===== src/rtl/hazard_ctrl.sv =====
// Hazard controller for the five-stage MIPS core: tracks in-flight destinations,
// drives the forwarding-mux selects and D-stage stall, and sequences the MDU busy window.
module hazard_ctrl (
    input  logic       clk,
    input  logic       reset_n,
    input  logic [4:0] rs_D,
    input  logic [4:0] rt_D,
    input  logic [1:0] tuse_rs_D,
    input  logic [1:0] tuse_rt_D,
    input  logic [4:0] wa_D,
    input  logic [1:0] res_D,
    input  logic       md_D,
    input  logic [1:0] md_start_D,
    output logic       stall,
    output logic [3:0] sel_cmp1_D,
    output logic [3:0] sel_cmp2_D,
    output logic [3:0] sel_alua_E,
    output logic [3:0] sel_alub_E,
    output logic [3:0] sel_dm_M,
    output logic       md_busy
);

    localparam logic [1:0] RES_NONE = 2'd0;
    localparam logic [1:0] RES_ALU  = 2'd1;
    localparam logic [1:0] RES_DM   = 2'd2;
    localparam logic [1:0] RES_PC   = 2'd3;
    localparam logic [3:0] MULT_CYC = 4'd5;
    localparam logic [3:0] DIV_CYC  = 4'd10;

    logic [4:0] wa_e_q, wa_e_d, rs_e_q, rs_e_d, rt_e_q, rt_e_d;
    logic [1:0] res_e_q, res_e_d, tnew_e_q, tnew_e_d, md_start_e_q, md_start_e_d;
    logic [4:0] wa_m_q, wa_m_d, rt_m_q, rt_m_d;
    logic [1:0] res_m_q, res_m_d, tnew_m_q, tnew_m_d;
    logic [4:0] wa_w_q, wa_w_d;
    logic [1:0] res_w_q, res_w_d;
    logic [3:0] busy_q, busy_d;
    logic       stall_rs, stall_rt, stall_md;

    function automatic logic src_hazard(input logic [4:0] src, input logic [1:0] tuse,
                                        input logic [4:0] wa_e, input logic [1:0] tnew_e,
                                        input logic [4:0] wa_m, input logic [1:0] tnew_m);
        return (src != 5'd0) && (tuse != 2'd3) &&
               (((src == wa_e) && (tnew_e > tuse)) || ((src == wa_m) && (tnew_m > tuse)));
    endfunction

    // M wins over W; an M producer only forwards once its ALU/PC result exists.
    function automatic logic [3:0] fwd_sel(input logic [4:0] src,
                                           input logic [4:0] wa_m, input logic [1:0] res_m,
                                           input logic [1:0] tnew_m,
                                           input logic [4:0] wa_w, input logic [1:0] res_w);
        logic [3:0] sel;
        sel = 4'd0;
        if ((src != 5'd0) && (src == wa_m) && (tnew_m == 2'd0) &&
            ((res_m == RES_ALU) || (res_m == RES_PC))) begin
            sel = (res_m == RES_ALU) ? 4'd1 : 4'd2;
        end else if ((src != 5'd0) && (src == wa_w) && (res_w != RES_NONE)) begin
            case (res_w)
                RES_ALU: sel = 4'd3;
                RES_DM:  sel = 4'd4;
                default: sel = 4'd5;
            endcase
        end
        return sel;
    endfunction

    always_comb begin
        md_busy  = (busy_q != 4'd0) || (md_start_e_q != 2'd0);
        stall_rs = src_hazard(rs_D, tuse_rs_D, wa_e_q, tnew_e_q, wa_m_q, tnew_m_q);
        stall_rt = src_hazard(rt_D, tuse_rt_D, wa_e_q, tnew_e_q, wa_m_q, tnew_m_q);
        stall_md = md_D && md_busy;
        stall    = stall_rs || stall_rt || stall_md;

        sel_cmp1_D = fwd_sel(rs_D,   wa_m_q, res_m_q, tnew_m_q, wa_w_q, res_w_q);
        sel_cmp2_D = fwd_sel(rt_D,   wa_m_q, res_m_q, tnew_m_q, wa_w_q, res_w_q);
        sel_alua_E = fwd_sel(rs_e_q, wa_m_q, res_m_q, tnew_m_q, wa_w_q, res_w_q);
        sel_alub_E = fwd_sel(rt_e_q, wa_m_q, res_m_q, tnew_m_q, wa_w_q, res_w_q);

        sel_dm_M = 4'd0;
        if ((rt_m_q != 5'd0) && (rt_m_q == wa_w_q) && (res_w_q != RES_NONE)) begin
            sel_dm_M = {2'b00, res_w_q};
        end
    end

    always_comb begin
        wa_w_d   = wa_m_q;
        res_w_d  = res_m_q;
        wa_m_d   = wa_e_q;
        res_m_d  = res_e_q;
        rt_m_d   = rt_e_q;
        tnew_m_d = (tnew_e_q != 2'd0) ? tnew_e_q - 2'd1 : 2'd0;

        wa_e_d       = 5'd0;
        res_e_d      = RES_NONE;
        tnew_e_d     = 2'd0;
        rs_e_d       = 5'd0;
        rt_e_d       = 5'd0;
        md_start_e_d = 2'd0;
        if (!stall) begin
            wa_e_d       = wa_D;
            res_e_d      = res_D;
            rs_e_d       = rs_D;
            rt_e_d       = rt_D;
            md_start_e_d = md_start_D;
            case (res_D)
                RES_ALU, RES_PC: tnew_e_d = 2'd1;
                RES_DM:          tnew_e_d = 2'd2;
                default:         tnew_e_d = 2'd0;
            endcase
        end

        // The counter covers the cycles after the start leaves E; E itself flags busy.
        case (md_start_e_q)
            2'd1:    busy_d = MULT_CYC;
            2'd2:    busy_d = DIV_CYC;
            default: busy_d = (busy_q != 4'd0) ? busy_q - 4'd1 : 4'd0;
        endcase
    end

    always_ff @(posedge clk or negedge reset_n) begin
        if (!reset_n) begin
            wa_e_q       <= '0;
            res_e_q      <= '0;
            tnew_e_q     <= '0;
            rs_e_q       <= '0;
            rt_e_q       <= '0;
            md_start_e_q <= '0;
            wa_m_q       <= '0;
            res_m_q      <= '0;
            tnew_m_q     <= '0;
            rt_m_q       <= '0;
            wa_w_q       <= '0;
            res_w_q      <= '0;
            busy_q       <= '0;
        end else begin
            wa_e_q       <= wa_e_d;
            res_e_q      <= res_e_d;
            tnew_e_q     <= tnew_e_d;
            rs_e_q       <= rs_e_d;
            rt_e_q       <= rt_e_d;
            md_start_e_q <= md_start_e_d;
            wa_m_q       <= wa_m_d;
            res_m_q      <= res_m_d;
            tnew_m_q     <= tnew_m_d;
            rt_m_q       <= rt_m_d;
            wa_w_q       <= wa_w_d;
            res_w_q      <= res_w_d;
            busy_q       <= busy_d;
        end
    end

endmodule

===== config.mk =====
export PLATFORM = sky130hd
export DESIGN_NAME = hazard_ctrl
export DESIGN_NICKNAME = d
export VERILOG_FILES = /design/src/rtl/hazard_ctrl.sv
export SDC_FILE = /design/constraint.sdc
export NUM_CORES = 1
export LEC_CHECK = 0
export ABC_CLOCK_PERIOD_IN_PS = 2200
export BUFFER_PORTS_ARGS = -buffer_cell sky130_fd_sc_hd__buf_2
export CORE_MARGIN = 5
export CORE_UTILIZATION = 56
export DETAILED_ROUTE_END_ITERATION = 12
export HOLD_SLACK_MARGIN = 0.02
export PLACE_DENSITY_LB_ADDON = 0.08
export SLEW_MARGIN = 10
export SYNTH_ARGS = -nofsm -noshare
export SYNTH_HDL_FRONTEND = slang
export SYNTH_SLANG_ARGS = --single-unit

===== constraint.sdc =====
create_clock -name clk -period 2.2 [get_ports clk]
set_input_delay 0.44 -clock clk [delete_from_list [all_inputs] [get_ports clk]]
set_output_delay 0.44 -clock clk [all_outputs]
set_load 0.03 [all_outputs]

==> results of run 1 <==
==> cells in the final DEF (no fill, tap or decap), types with 2 or more instances in the layout <==
cell,count
o22ai_2,2
nor4_4,2
nor4_1,4
buf_6,27
dfrtp_1,38
nor3_2,3
xor2_1,33
nor2_1,24
xnor2_1,15
inv_2,2
a221oi_2,2
nand4_1,5
o21ai_2,4
or4_4,3
nor2_2,4
nand2_1,13
a21oi_1,5
ha_4,3
inv_1,12
o21ai_0,3
and2_1,2
nand3_2,7
nor2b_1,4
nand2b_1,4
nand3_1,17
clkbuf_8,6
ha_1,8
dfrtp_2,8
nor3_1,8
nand2_4,2
xnor2_2,3
buf_2,26
conb_1,6
buf_4,36
a21oi_2,2
==> critical path, delay by kind of cell, from the launching register on <==
family | cells | cell delay, ns
and+or+nand+nor | 2 | 0.59
xor gates and xnor gates | 1 | 0.16
DFF | 1 | 0.41
AOI/OAI and AO/OA | 1 | 0.14
buffers and inverters | 3 | 0.44
==> flip-flops by register name, indices dropped and copies added, names as in the netlist, 4 cells and up <==
register / cells
rt_m_q: 5
rt_e_q: 5
wa_m_q: 5
wa_e_q: 5
wa_w_q: 5
rs_e_q: 5
busy_q: 4
==> cell families after synthesis <==
| kind of cell | share of synthesized area |
|---|---|
| AND/OR/NAND/NOR | 0.228 |
| XOR/XNOR | 0.167 |
| flip-flops | 0.422 |
| buffers and inverters | 0.0670 |
| AO/OA/AOI/OAI | 0.0642 |
| adder cells (fa/ha/maj) | 0.0505 |
| other | 0.00137 |
==> path summary, 6_finish.rpt <==
kind | to | from | slack, ns | cells past startpoint
setup / recovery | sel_alua_E[0] | wa_m_q[1] | -0.29 | 7
hold / removal | rt_e_q[0] | reset_n | 0.12 | 1
setup reg to reg | rt_e_q[2] | tnew_m_q[1] | 0.31 | 8
hold reg to reg | res_m_q[1] | res_e_q[1] | 0.36 | 0
max in group asynchronous | wa_m_q[4] | reset_n | 1.55 | 2
min in group clk | tnew_e_q[1] | res_D[0] | 0.33 | 2
==> power by group <==
part	switching [W]	total, W	internal [W]	leakage (nW)
clock network	0.000273	0.000527	0.000254	0.0482
registers	0.000212	0.00124	0.00102	0.577
logic	0.000719	0.00138	0.000660	1.21
total	0.00120	0.00314	0.00194	1.84
==> repair_timing <==
item / in CTS / in global routing
setup endpoints to repair: 15 / 15
resized for setup: 45 / 65
setup buffers: 9 / 10
pin swaps: 21 / 30
==> layer usage <==
metal / GRT usage / vias to the layer above
li1: - / 1125
met2: 0.406 / 86
met5: 0 / -
met1: 0.287 / 1191
met4: 0.0659 / 0
met3: 0.0440 / 12
==> area by class of cell <==
cell class,count,area (um2)
Sequential cell,46,1160
Multi-Input combinational cell,214,1730
Inverter,14,52.6
Timing Repair Buffer,90,724
Fill cell,284,882
Tap cell,67,83.8
Clock buffer,7,86.3
Clock inverter,1,5.00
==> per-stage QoR <==
stage / cell area (um2) / setup TNS, ns
after floorplan: 2770 / -0.148
after global placement: 3170 / -0.277
after detailed placement: 3170 / -0.405
after CTS: 3470 / -1.64
after global routing: 3840 / -3.32
final: 3840 / -2.36
==> metrics.txt, run 1 <==
share of layout cells above drive strength 1 0.435; H-Tree Depth 2; synth unique cells 42; Area growth, synth to finish 40.8%; slowest CP cell or4_4; post-route minimum period 2.49 ns; failing checks negative setup slack; max_cap viols 0; Post-Place Cells 413; Worst Setup End Kind primary output; Starting Density 0.577; DRT met1 WL 3090 um; CTS Hold Bufs 0; Place WS -0.174 ns; WL met2 4050 um; top cells by area, synth dfrtp_1 42%, xor2_1 11%, xnor2_1 5.8%, ha_1 5.0%, nand3_1 4.6%; cell taking the most area after synthesis dfrtp_1; Tightest Hold Check Type in2async; # setup viols final 15; Final Skew 0.00930 ns; register area share after synthesis 0.422; CTS tree done; RSZ-0062 raised after global routing yes; Pwr Total 0.00314 W; Nets 408; fin. max-slew vios 0; Die Width 79.8 um; antenna viol nets, final 0; antenna violations before repair 0; Lkg Pwr 1.84 nW; clk buf depth 2; # DRC 0; Worst EP required 1.76 ns; Synth Instances 289; routed vias/inst 5.50; status finished, violations left; Rows 25; Startpoint Class flop; Post-synth ARST share 1.00; Die Ht 79.8 um; gr ovfl total 0; die area 6370 um2; Yosys warnings 0; Slew @ Worst Pin 0.595 ns; gpl congestion 0.865; period utilization 1.13; Root Buffer clkbuf_8; Core Box Area 4720 um2; vias in the first global route 2429; Detailed Routing Iterations Pass 1 4; clock net sink count 46; most numerous cell in the Yosys netlist dfrtp_1; Worst-path clk slew 0.09 ns; crit-path cells buf_4, xnor2_2, nand4_1, or4_4, buf_6, o22ai_2, buf_6; Final Hold Violating Endpoints 0; slowest cell delay on critical path 0.46 ns; CP max FO 3; most frequently used flop master after synthesis dfrtp_1; Via Count 2414; first-pass GRT wire length 11300 um; gr usage total 0.230; Synth top area share 0.422; DR top layer met4; CTS Buf Count 5; final core utilization 0.813; Slew HR 0.603; I/O Buffers 41; largest net degree at the start of global routing 25; Total Routed Length 7670 um; most instantiated cells after synthesis 46 x dfrtp_1, 34 x xor2_1, 28 x nor2_1; number of synthesized flops with an enable pin 0; metal3 WL 398 um; Clock Latency Late Sink 0.30 ns; CP arrival 2.05 ns; synthesized cell area 2730 um2; DRT iter0 DRCs 166; antenna cells 0; cell mode on critical path buf_6; FMAX 401 MHz; WL/cell 17.5 um; final worst slack -0.294 ns; power density over cell area 818 nW/um2; Hold Slack 0.117 ns; Mean Syn Cell Area 9.44 um2; #FFs+latches synth 46; IO Count 48; DP HPWL 5090 um; WS Path Type reg2out; maximum VDD drop 0.000577 V; post-route insts no fill 439
No activity file was read; power rests on OpenSTA's default activity.
==> run 2: changes to the inputs <==
- ABC_CLOCK_PERIOD_IN_PS: 2200 -> 2050
- CORE_UTILIZATION: 56 -> 51
- clock period: 2.2 -> 2.05 ns (I/O delays scaled with it)
==> metrics.txt, run 2 (synthesized netlist as in run 1, its figures left out) <==
status finished, violations left; failing checks negative setup slack; Startpoint Class flop; antenna violations before repair 0 (unchanged); RSZ-0062 raised after global routing yes; post-route minimum period 2.38 ns; clock group share of total power 0.153 (-0.015); routed vias/inst 5.20 (-5.5%); H-Tree Depth 2 (unchanged); period utilization 1.16; crit-path cells buf_4, xnor2_1, nand4_1, or4_4, nand3_4, o22ai_2, buf_6; # fillers 366 (+29%); CTS tree done; GR Util met1 0.265 (-0.0219); CTS Buf Count 5 (unchanged); Lkg Pwr 1.92 nW (+4.8%); final core utilization 0.767 (-0.0462); Worst Setup End Kind primary output; register-to-register setup slack 0.20 ns (-0.11 ns); CP max FO 3 (unchanged); DP HPWL 5510 um (+8.4%); cell-internal power 0.00212 W (+9.2%); crit-path leading delay family simple AND/OR/NAND/NOR gates; Final Hold Violating Endpoints 0 (unchanged); most common cell after layout, fill and taps aside buf_4; Die Width 83.1 um (+4.2%); WL/cell 16.1 um (-7.8%); power density over cell area 855 nW/um2 (+4.5%); Starting Density 0.531 (-0.0468); first-pass GRT wire length 11600 um (+2.9%); die area 6910 um2 (+8.5%); WS Path Type reg2out; largest net degree at the start of global routing 22 (-12%); slowest CP cell or4_4; clk buf depth 2 (unchanged); Rows 26 (+4.0%); gr ovfl total 0 (unchanged); antenna cells 0 (unchanged); Gate power share 0.460 (+0.021); share of layout cells above drive strength 1 0.446 (+0.0101); gr usage total 0.210 (-0.0199); IO Count 48 (unchanged); maximum VDD drop 0.000506 V (-12%); CP arrival 1.97 ns (-0.08 ns); final worst slack -0.330 ns (-0.0361 ns); Tightest Hold Check Type in2async; I/O Buffers 41 (unchanged); Reg power frac 0.387 (-0.007); Pwr Total 0.00337 W (+7.3%); FF/Latch Area 1160 um2 (-0.32%); # setup viols final 15 (unchanged); Root Buffer clkbuf_8; Die Ht 83.1 um (+4.2%); FMAX 420 MHz; Core Box Area 5140 um2 (+8.8%); Nets 432 (+5.9%); slowest cell delay on critical path 0.49 ns (+0.03 ns); Place WS -0.252 ns (-0.0777 ns); max_cap viols 0 (unchanged); Clock Latency Late Sink 0.29 ns (about the same); grt peak-use layer met2; gpl congestion 0.880 (+1.8%); M2 GR Usage 0.358 (-0.0478); fin. max-slew vios 0 (unchanged); DP Area 3400 um2 (+7.1%); Worst EP required 1.64 ns (-0.12 ns); NetSw 0.00126 W (+4.3%); antenna viol nets, final 0 (unchanged); design area 3940 um2 (+2.6%); Final Skew 0.00656 ns (-0.00274 ns); multi-input combinational cell area 1700 um2 (-1.9%); Sw Ratio 0.372 (-0.0109); Detailed Routing Iterations Pass 1 4 (unchanged); CTS Hold Bufs 0 (unchanged); Via Count 2416 (+0.083%); met3 Use GR 0.0455 (+0.00153); vias in the first global route 2396 (-1.4%); DRT iter0 DRCs 124 (-25%); # DRC 0 (unchanged); WP buf/inv 2 (-1); Area growth, synth to finish 44.5%; Total Routed Length 7490 um (-2.3%); clock net sink count 46 (unchanged); final setup TNS -3.82 ns (-1.46 ns); most frequent cells in the layout 66 x buf_4, 41 x dfrtp_1, 30 x xor2_1; Worst-path clk slew 0.08 ns (about the same)
-- run 2: layer usage --
layer | vias to the layer above | part of all wire
met1 | 1154 | 0.42
met4 | 0 | 0.026
met5 | - | 0
met3 | 17 | 0.054
li1 | 1170 | -
met2 | 75 | 0.50
-- run 2: area by class of cell --
cell class | count | share of cell area
inverter | 14 | 0.0133
sequential | 46 | 0.294
tap | 70 | 0.0222
timing repair buffer | 114 | 0.222
multi-input combinational | 214 | 0.430
clock buffer | 7 | 0.0194
-- run 2: timing repair --
item,CTS,global route
resized for setup,52,40
setup buffers,3,8
pin swaps,21,22
setup endpoints to repair,15,18
endpoints found under the hold margin,0,0
-- run 2: path summary, 6_finish.rpt --
path                                  to  depth (start not counted)       start
setup / recovery           sel_alua_E[0]                          7   rs_e_q[1]
hold / removal                 busy_q[3]                          1     reset_n
setup reg to reg               wa_e_q[1]                          7   wa_m_q[1]
hold reg to reg               res_m_q[0]                          0  res_e_q[0]
max in group asynchronous      wa_w_q[2]                          2     reset_n
min in group clk             tnew_e_q[1]                          2    res_D[0]
-- run 2: power groups by stage --
stage                     Combinational, W  Clock, W  Sequential [W]
after floorplan                   0.000790         0         0.00125
after global placement             0.00123         0         0.00128
after detailed placement           0.00126         0         0.00129
after CTS                          0.00138  0.000521         0.00128
after global routing               0.00169  0.000561         0.00133
final                              0.00155  0.000516         0.00130
-- run 2: metrics by stage --
step / hold slack, ns / cells
floorplan: 0.114 / 294
global placement: 0.333 / 448
detailed placement: 0.346 / 448
CTS: 0.0378 / 458
global route: 0.0559 / 465
finish: 0.0295 / 465
==> run 3: changes to the inputs <==
- ABC_AREA: not set -> 1
- CTS_CLUSTER_DIAMETER: not set -> 100
==> metrics.txt, run 3 <==
Final Hold Violating Endpoints 0 (unchanged); Rows 27 (+3.8%); main combinational cell family by area after synthesis simple AND/OR/NAND/NOR gates; Die Ht 85.1 um (+2.4%); # DRC 0 (unchanged); R2R cell count 12 (+5); post-route minimum period 2.22 ns (-0.161 ns); cell-internal power 0.00204 W (-3.6%); fin. max-slew vios 0 (unchanged); Root Buffer clkbuf_8; # setup viols final 15 (unchanged); Synth Area in Simple Gates 0.312 (+0.0839); register-to-register setup slack 0.17 ns (-0.03 ns); cell taking the most area after synthesis dfrtp_1; routed vias/inst 5.14 (-1.1%); post-synthesis compound-gate area fraction 0.0622 (-0.00202); post-synthesis adder-cell area fraction 0.0478 (-0.00261); Startpoint Class flop; status finished, violations left; Hold Slack 0.179 ns (+0.150 ns); RSZ-0062 raised after global routing yes; Core Box Area 5510 um2 (+7.1%); Slew HR 0.619; final core utilization 0.679 (-0.0876); die area 7240 um2 (+4.8%); Tightest Hold Check Type in2async; NetSw 0.00137 W (+9.0%); Post-synth ARST share 1.00 (unchanged); Detailed Routing Iterations Pass 1 7 (+3); FF/Latch Area 1160 um2 (+0.65%); Total Routed Length 7820 um (+4.3%); DP HPWL 5590 um (+1.3%); CTS tree done; Nets 502 (+16%); antenna cells 0 (unchanged); most frequently used flop master after synthesis dfrtp_1; gr ovfl total 0 (unchanged); synth unique cells 32 (-24%); Starting Density 0.522 (-0.00829); Gate power share 0.419 (-0.041); power density over cell area 911 nW/um2 (+6.5%); first-pass GRT wire length 12600 um (+8.6%); WS Path Type reg2out; most frequent cells in the layout 96 x nand2_1, 52 x inv_1, 39 x buf_4; clk buf depth 2 (unchanged); Area growth, synth to finish 30.1%; period utilization 1.08 (-0.0784); number of synthesized flops with an enable pin 0 (unchanged); most numerous cell in the Yosys netlist nand2_1; final worst slack -0.169 ns (+0.161 ns); Lkg Pwr 1.94 nW (+0.74%); CP max FO 5 (+2); Die Width 85.1 um (+2.4%); worst reg2reg path endpoint rs_e_q[4]; gpl congestion 0.907 (+3.0%); CP arrival 1.81 ns (-0.16 ns); Clock Latency Late Sink 0.30 ns (about the same); gr usage total 0.216 (+0.00541); Post-Place Cells 511 (+14%); max_cap viols 0 (unchanged); largest net degree at the start of global routing 47 (+110%); share of layout cells above drive strength 1 0.365 (-0.0808); multi-input combinational cell area 1580 um2 (-6.9%); Yosys warnings 0 (unchanged); Slew @ Worst Pin 0.572 ns; synthesized cell area 2880 um2 (+5.5%); maximum VDD drop 0.000563 V (+11%); register area share after synthesis 0.400 (-0.0218); Sw Ratio 0.401 (+0.0291); Final Skew 0.0130 ns (+0.00643 ns); H-Tree Depth 2 (unchanged); antenna viol nets, final 0 (unchanged); final setup TNS -1.53 ns (+2.29 ns); CTS Hold Bufs 0 (unchanged); clock net sink count 46 (unchanged); Mean Syn Cell Area 7.38 um2 (-22%); top cells by area, synth dfrtp_1 40%, nand2_1 14%, inv_1 8.1%, ha_1 4.8%, nor2_2 4.6%; Synth Instances 390 (+35%); clock group share of total power 0.197 (+0.044); # fillers 490 (+34%); FMAX 451 MHz (+7.2%); Reg power frac 0.384 (-0.003); antenna violations before repair 0 (unchanged); Via Count 2764 (+14%); most common cell after layout, fill and taps aside nand2_1; post-route insts no fill 538 (+16%); vias in the first global route 2794 (+17%); Synth top area share 0.400 (-0.0218); #FFs+latches synth 46 (unchanged); Worst EP required 1.64 ns (about the same); Worst Setup End Kind primary output; Worst-path clk slew 0.09 ns (about the same); mux contribution to synthesized area 0 (unchanged); DRT iter0 DRCs 139 (+12%); I/O Buffers 41 (unchanged); WL/cell 14.5 um (-9.8%); xor and xnor area share after synthesis 0.0548 (-0.112); IO Count 48 (unchanged); most instantiated cells after synthesis 105 x nand2_1, 62 x inv_1, 46 x dfrtp_1; failing checks negative setup slack; CTS Buf Count 5 (unchanged); R2R Path Start tnew_e_q[0]
## run 3: cell types whose count changed after synthesis, sizes merged, moves of 6 or more
| cell | change |
|---|---|
| xnor2 | -6 |
| nand2 | +90 |
| nand4 | +9 |
| nand3 | -8 |
| o21ai | +7 |
| inv | +56 |
| nor2 | +24 |
| xor2 | -28 |
## run 3: worst max-delay path by stage
stage                         end          from  slack, ns  cells past startpoint
floorplan           sel_cmp1_D[0]     wa_m_q[1]      -0.01                      6
global placement            stall  tuse_rt_D[1]      -0.04                     10
detailed placement          stall  tuse_rs_D[1]      -0.05                     12
CTS                         stall   tnew_e_q[1]      -0.15                     10
global route        sel_cmp1_D[0]     wa_m_q[1]      -0.30                      8
finish              sel_cmp1_D[0]     wa_m_q[1]      -0.17                      8
## run 3: layout make-up
type	instances	area share
Clock buffer	7	0.0204
Clock inverter	1	0.00803
Inverter	70	0.0709
Multi-Input combinational cell	267	0.422
Sequential cell	46	0.311
Tap cell	72	0.0241
Timing Repair Buffer	75	0.143
## run 3: metrics by stage
stage | cell area, um2 | power, W | setup slack (ns)
after detailed placement | 3220 | 0.00243 | -0.0534
final | 3740 | 0.00341 | -0.169
after floorplan | 2900 | 0.00211 | -0.00986
after global placement | 3220 | 0.00240 | -0.0425
after global routing | 3740 | 0.00363 | -0.300
after CTS | 3580 | 0.00327 | -0.147
## run 3: timing repair
action / CTS / global route
setup endpoints to repair: 15 / 16
buffers inserted: 14 / 5
pin swaps: 31 / 19
gates resized for setup: 58 / 38
## run 3: cells by family (layout without fill, tap and decap cells)
family	count (synthesis)	after routing
buffers and inverters	82	153
DFF	46	46
AOI/OAI and AO/OA	32	32
other	1	6
adders and majority gates	11	11
xor gates and xnor gates	18	18
and+or+nand+nor	200	200
## run 3: power groups by stage
stage / combinational (W) / clock [W] / sequential (W)
5_1_grt: 0.00159 / 0.000716 / 0.00133
4_1_cts: 0.00131 / 0.000672 / 0.00130
3_3_place_gp: 0.00110 / 0 / 0.00130
6_report: 0.00143 / 0.000670 / 0.00131
2_1_floorplan: 0.000877 / 0 / 0.00123
3_5_place_dp: 0.00113 / 0 / 0.00130
## run 3: critical path: stages (launching register included)
cell	delay [ns]
dfrtp_2	0.48
xor2_1	0.19
nor2_1	0.14
nand3_1	0.12
nor2_2	0.12
nand2_2	0.10
nand3_1	0.11
o21ai_1	0.08
buf_4	0.17
## run 3: per-layer routing
metal  global-route usage  part of all wire
met5                    0                 0
met4               0.0777             0.027
met3               0.0447             0.045
met2                0.378              0.51
met1                0.261              0.41
